===== config.mk =====
export PLATFORM = sky130hd
export DESIGN_NAME = jt053247_draw
export DESIGN_NICKNAME = d
export VERILOG_FILES = /design/src/rtl/jt053247_draw.sv
export SDC_FILE = /design/constraint.sdc
export NUM_CORES = 1
export LEC_CHECK = 0
export ABC_AREA = 1
export CORE_MARGIN = 4
export CORE_UTILIZATION = 50
export CTS_CLUSTER_SIZE = 40
export DETAILED_ROUTE_END_ITERATION = 8
export HOLD_SLACK_MARGIN = 0.02
export PLACE_DENSITY = 0.79
export SYNTH_ARGS = -nofsm -noshare
export SYNTH_HDL_FRONTEND = slang
export SYNTH_SLANG_ARGS = --single-unit

===== constraint.sdc =====
create_clock -name clk -period 6.8 [get_ports clk]
set_input_delay 1.36 -clock clk [delete_from_list [all_inputs] [get_ports clk]]
set_output_delay 1.36 -clock clk [all_outputs]
set_load 0.005 [all_outputs]

===== src/rtl/jt053247_draw.sv =====
// Sprite slice renderer behind the 053246 scanner: fetches two ROM words per slice
// and writes the zoomed row into the line buffer. Define JT053247_ZOOM_EN for zoom.
module jt053247_draw #(
  parameter int PW    = 10,
  parameter int MAXPX = 256
) (
  input  logic          clk,
  input  logic          rst,
  input  logic          dr_start,
  output logic          dr_busy,
  input  logic [15:0]   code,
  input  logic [PW-1:0] attr,
  input  logic          hflip,
  input  logic          vflip,
  input  logic [3:0]    ysub,
  input  logic [8:0]    hpos,
  input  logic [9:0]    hzoom,
  input  logic          hz_keep,
  output logic          rom_cs,
  output logic [20:0]   rom_addr,
  input  logic [31:0]   rom_data,
  input  logic          rom_ok,
  output logic          buf_we,
  output logic [8:0]    buf_addr,
  output logic [PW+3:0] buf_din
);
  localparam int CW = $clog2(MAXPX + 1);

  typedef enum logic [1:0] {IDLE, FETCH0, FETCH1, DRAW} state_t;

  state_t        state_q, state_d;
  logic [PW-1:0] attr_q, attr_d;
  logic          hflip_q, hflip_d;
  logic          keep_q, keep_d;
  logic [8:0]    hpos_q, hpos_d;
  logic [63:0]   pix_q, pix_d;
  logic [9:0]    src_q, src_d;
  logic [8:0]    x_q, x_d;
  logic [8:0]    xsave_q, xsave_d;
  logic [CW-1:0] cnt_q, cnt_d;
  logic          busy_q, busy_d;
  logic          rom_cs_q, rom_cs_d;
  logic [20:0]   rom_addr_q, rom_addr_d;
  logic          buf_we_q, buf_we_d;
  logic [8:0]    buf_addr_q, buf_addr_d;
  logic [PW+3:0] buf_din_q, buf_din_d;

  logic [9:0]    step;
  logic [9:0]    residue;
  logic [10:0]   src_nx;
  logic [CW-1:0] cnt_nx;
  logic [3:0]    sidx;
  logic [3:0]    pen;

`ifdef JT053247_ZOOM_EN
  logic [9:0] hzoom_q, hzoom_d;
  logic [9:0] residue_q, residue_d;
  assign step    = (hzoom_q == 10'd0) ? 10'd1 : hzoom_q;
  assign residue = residue_q;
`else
  logic unused_hzoom;
  assign unused_hzoom = ^hzoom;
  assign step    = 10'h040;
  assign residue = 10'd0;
`endif

  // src carries 6 fractional bits; bit 10 of the sum flags the end of the 16-pixel row
  assign src_nx = {1'b0, src_q} + {1'b0, step};
  assign cnt_nx = cnt_q + CW'(1);
  assign sidx   = hflip_q ? ~src_q[9:6] : src_q[9:6];
  assign pen    = pix_q[{sidx, 2'b00} +: 4];

  always_comb begin
    state_d    = state_q;
    attr_d     = attr_q;
    hflip_d    = hflip_q;
    keep_d     = keep_q;
    hpos_d     = hpos_q;
    pix_d      = pix_q;
    src_d      = src_q;
    x_d        = x_q;
    xsave_d    = xsave_q;
    cnt_d      = cnt_q;
    rom_cs_d   = rom_cs_q;
    rom_addr_d = rom_addr_q;
    buf_we_d   = 1'b0;
    buf_addr_d = buf_addr_q;
    buf_din_d  = buf_din_q;
`ifdef JT053247_ZOOM_EN
    hzoom_d    = hzoom_q;
    residue_d  = residue_q;
`endif
    case (state_q)
      IDLE: begin
        if (dr_start) begin
          state_d    = FETCH0;
          attr_d     = attr;
          hflip_d    = hflip;
          keep_d     = hz_keep;
          hpos_d     = hpos;
          rom_cs_d   = 1'b1;
          rom_addr_d = {code, ysub ^ {4{vflip}}, 1'b0};
`ifdef JT053247_ZOOM_EN
          hzoom_d    = hzoom;
`endif
        end
      end
      FETCH0: begin
        if (rom_ok) begin
          pix_d[31:0]   = rom_data;
          rom_addr_d[0] = 1'b1;
          state_d       = FETCH1;
        end
      end
      FETCH1: begin
        if (rom_ok) begin
          pix_d[63:32] = rom_data;
          rom_cs_d     = 1'b0;
          cnt_d        = '0;
          src_d        = keep_q ? residue : 10'd0;
          x_d          = keep_q ? xsave_q : hpos_q;
          state_d      = DRAW;
        end
      end
      DRAW: begin
        buf_we_d   = |pen;
        buf_addr_d = x_q;
        buf_din_d  = {attr_q, pen};
        x_d        = x_q + 9'd1;
        src_d      = src_nx[9:0];
        cnt_d      = cnt_nx;
        if (src_nx[10] || cnt_nx == CW'(MAXPX)) begin
          state_d = IDLE;
          xsave_d = x_q + 9'd1;
`ifdef JT053247_ZOOM_EN
          residue_d = src_nx[10] ? src_nx[9:0] : 10'd0;
`endif
        end
      end
      default: state_d = IDLE;
    endcase
    // stay busy through the cycle that shows the final pixel write
    busy_d = (state_d != IDLE) || (state_q == DRAW);
  end

  always_ff @(posedge clk or posedge rst) begin
    if (rst) begin
      state_q    <= IDLE;
      attr_q     <= '0;
      hflip_q    <= 1'b0;
      keep_q     <= 1'b0;
      hpos_q     <= '0;
      pix_q      <= '0;
      src_q      <= '0;
      x_q        <= '0;
      xsave_q    <= '0;
      cnt_q      <= '0;
      busy_q     <= 1'b0;
      rom_cs_q   <= 1'b0;
      rom_addr_q <= '0;
      buf_we_q   <= 1'b0;
      buf_addr_q <= '0;
      buf_din_q  <= '0;
`ifdef JT053247_ZOOM_EN
      hzoom_q    <= '0;
      residue_q  <= '0;
`endif
    end else begin
      state_q    <= state_d;
      attr_q     <= attr_d;
      hflip_q    <= hflip_d;
      keep_q     <= keep_d;
      hpos_q     <= hpos_d;
      pix_q      <= pix_d;
      src_q      <= src_d;
      x_q        <= x_d;
      xsave_q    <= xsave_d;
      cnt_q      <= cnt_d;
      busy_q     <= busy_d;
      rom_cs_q   <= rom_cs_d;
      rom_addr_q <= rom_addr_d;
      buf_we_q   <= buf_we_d;
      buf_addr_q <= buf_addr_d;
      buf_din_q  <= buf_din_d;
`ifdef JT053247_ZOOM_EN
      hzoom_q    <= hzoom_d;
      residue_q  <= residue_d;
`endif
    end
  end

  assign dr_busy  = busy_q;
  assign rom_cs   = rom_cs_q;
  assign rom_addr = rom_addr_q;
  assign buf_we   = buf_we_q;
  assign buf_addr = buf_addr_q;
  assign buf_din  = buf_din_q;

endmodule


==> metrics.txt <==
Sequential Power Share 0.371; GPL Wtd Cong 0.829; DRC Markers 0; Total Routing Usage GR 0.216; Max Freq about 0.32 GHz; Area Growth Syn to Fin 25.1%; first-pass GRT wire length approximately 30,000 µm; Synth top area share 0.546; total grt overflow 0; clock tree buffer depth 2; Hold Buf Count CTS 0; worst rel slew slack 0.213; Core ar. between 10,000 and 15,000 µm²; Worst-Margin Slew approximately 1200 ps; die area 17,200 µm²; min cycle time layout 3150 ps; Fin. Hold Viols 0; commonest register cell after synthesis dfrtp_1; Critical Path AT 3440 ps; clock buffer count from CTS 17; maximum VDD drop 308 µV; clock latency on the worst-skew pair 430 ps; clock-pin slew on the worst setup and hold paths 60 ps; crit path from rom_ok; Reg-to-Reg End buf_we; PortBufs 124; Rows between 40 and 50; wire per inst roughly 15 µm; Clk pwr share 0.204; sequential-to-total area share from yosys stat 0.546; DP HPWL 11,400 µm; DIE WIDTH approximately 130 µm; dominant cell type by area after synthesis dfrtp_1; RSZ-0062 raised after global routing no; met2 GRT Util 0.327; number of synthesized flops with an enable pin 0; Max FO, Critical Path 65; PD cells 496 nW/µm²; number of clock sinks about 170; Reg-to-Reg Start hflip_q; max-cap viol count 0; via density per instance 5.13; Avg Synthesized Cell Area 8.09 µm²; Total Power around 4700 µW; Switch Pwr 1860 µW; CP endpoint pix_q[14]; fin crit share 0.463; worst r2r path cells 9; worst endpoint required time 7090 ps; CTS tree done; GR Util met3 0.0675; Ports 135; most common cell after layout, fill and taps aside nand2_1; most frequent cells in the layout nand2_1 (336), dfrtp_1 (165), clkdlybuf4s50_1 (124); FF-to-FF setup slack roughly 4500 ps; outcome complete, no violations; initial antenna violation count 0; Iteration-0 DRC Markers 579; GRT Max-Usage Layer met2; Initial Util 0.515; drt pass-1 iters 5; via count about 6,300; DRT antenna net count 0; HP Class reg -> reg; share of layout cells above drive strength 1 0.0533; Internal 2830 µW; mapped cell area about 7600 µm²; Gate power share 0.425; count of pins over their slew limit 0; Lkg Pwr ~0.0048 µW; largest net degree at the start of global routing ~120; asr flop ratio synth 1.00; crit path kind in -> reg; Final #Nets 1,128; setup violators final 0; Startpoint Class primary input; n_diodes 0; FF+latch count, synth 165; Setup TNS 0 ps; crit end category flop; Die Ht about 130 µm; post-synthesis cell count 935; # Post-CTS Setup Buffers 0; root buffer cell clkbuf_16; unique cell type count in the Yosys netlist 34; Sw Ratio 0.397; GR Util met1 0.297; vias in the first global route 6,054; DRT Wirelength 17,900 µm; Syn Nets between 1,000 and 1,500; clock skew 11.1 ps; post-CTS sizing 0; H-tree depth 4; Synth Warn # 0; largest cells by area after synthesis dfrtp_1 (55%), nand2_1 (17%), o21ai_0 (6.1%), inv_1 (5.8%), nand3_1 (5.6%)
critical path, cell delays in order:
cell and delay, ps:
clkdlybuf4s50_1 580, nand3_2 880, o21ai_0 610
power by group through the flow:
stage / Sequential [µW] / Clock [µW] / Combinational [µW]
2_1_floorplan: 1680 / 0 / 1350
3_3_place_gp: 1730 / 0 / 1890
3_5_place_dp: 1740 / 0 / 1950
4_1_cts: 1740 / 965 / 1990
5_1_grt: 1800 / 1000 / 2250
6_report: 1740 / 957 / 1990
synthesized netlist by cell type (2+ instances only):
cell type	number
inv_2	4
o21ai_0	92
nor2_1	24
nand3_2	3
buf_6	3
or2_2	2
buf_2	4
a22o_1	4
buf_4	2
nand3_1	84
clkbuf_1	31
xnor2_2	2
buf_1	5
a31oi_1	5
ha_1	3
dfrtp_1	165
xnor2_1	5
a21oi_1	6
o211ai_1	7
inv_1	117
nand2_2	5
nand2_1	337
xor2_1	12
nor3_1	3
state kept, by name, summed over array words and instances, names as in the netlist, 4 cells and up:
| register | cells |
|---|---|
| attr_q | 10 |
| buf_addr | 9 |
| buf_din | 14 |
| cnt_q | 9 |
| hpos_q | 9 |
| pix_q | 64 |
| rom_addr | 21 |
| src_q | 4 |
| x_q | 9 |
| xsave_q | 9 |
metrics by stage:
step / hold slack (ps) / std cells / setup WS [ps] / util / area (µm²)
6_report: 477 / 1234 / 3650 / 0.644 / 9460
5_1_grt: 502 / 1234 / 3450 / 0.644 / 9460
4_1_cts: 475 / 1234 / 3670 / 0.644 / 9460
3_5_place_dp: 455 / 1202 / 3280 / 0.604 / 8870
3_3_place_gp: 449 / 1202 / 3410 / 0.604 / 8870
2_1_floorplan: 437 / 935 / 978 / - / 7560
layer usage:
layer / part of all wire / vias up
met2: 0.47 / 191
li1: - / 3121
met1: 0.44 / 2993
met5: 0 / -
met4: 0.017 / 0
met3: 0.070 / 26
kinds of logic after synthesis:
kind of cell	Yosys count	share of synthesized area
XOR/XNOR	20	0.0261
buffers and inverters	167	0.0875
adder cells (fa/ha/maj)	3	0.00496
AO/OA/AOI/OAI	119	0.0859
flip-flops	165	0.546
AND/OR/NAND/NOR	461	0.250
how the worst min path moves through the flow:
stage	startpoint	end	slack, ps	cells after the start
after floorplan	xsave_q[0]	xsave_q[0]	440	2
after global placement	xsave_q[0]	xsave_q[0]	450	2
final	attr_q[0]	buf_din[4]	480	2
after CTS	attr_q[2]	buf_din[6]	480	2
after global routing	attr_q[6]	buf_din[10]	500	2
after detailed placement	attr_q[4]	buf_din[8]	450	2
area by class of cell:
cell class / instances / area (µm²)
clock inverter: 11 / 128
multi-input combinational: 603 / 2780
inverter: 122 / 463
timing repair buffer: 128 / 1270
tap: 184 / 230
sequential: 165 / 4130
fill: 1225 / 5240
clock buffer: 21 / 460
Note: power is estimated with default switching activity, not from simulation.
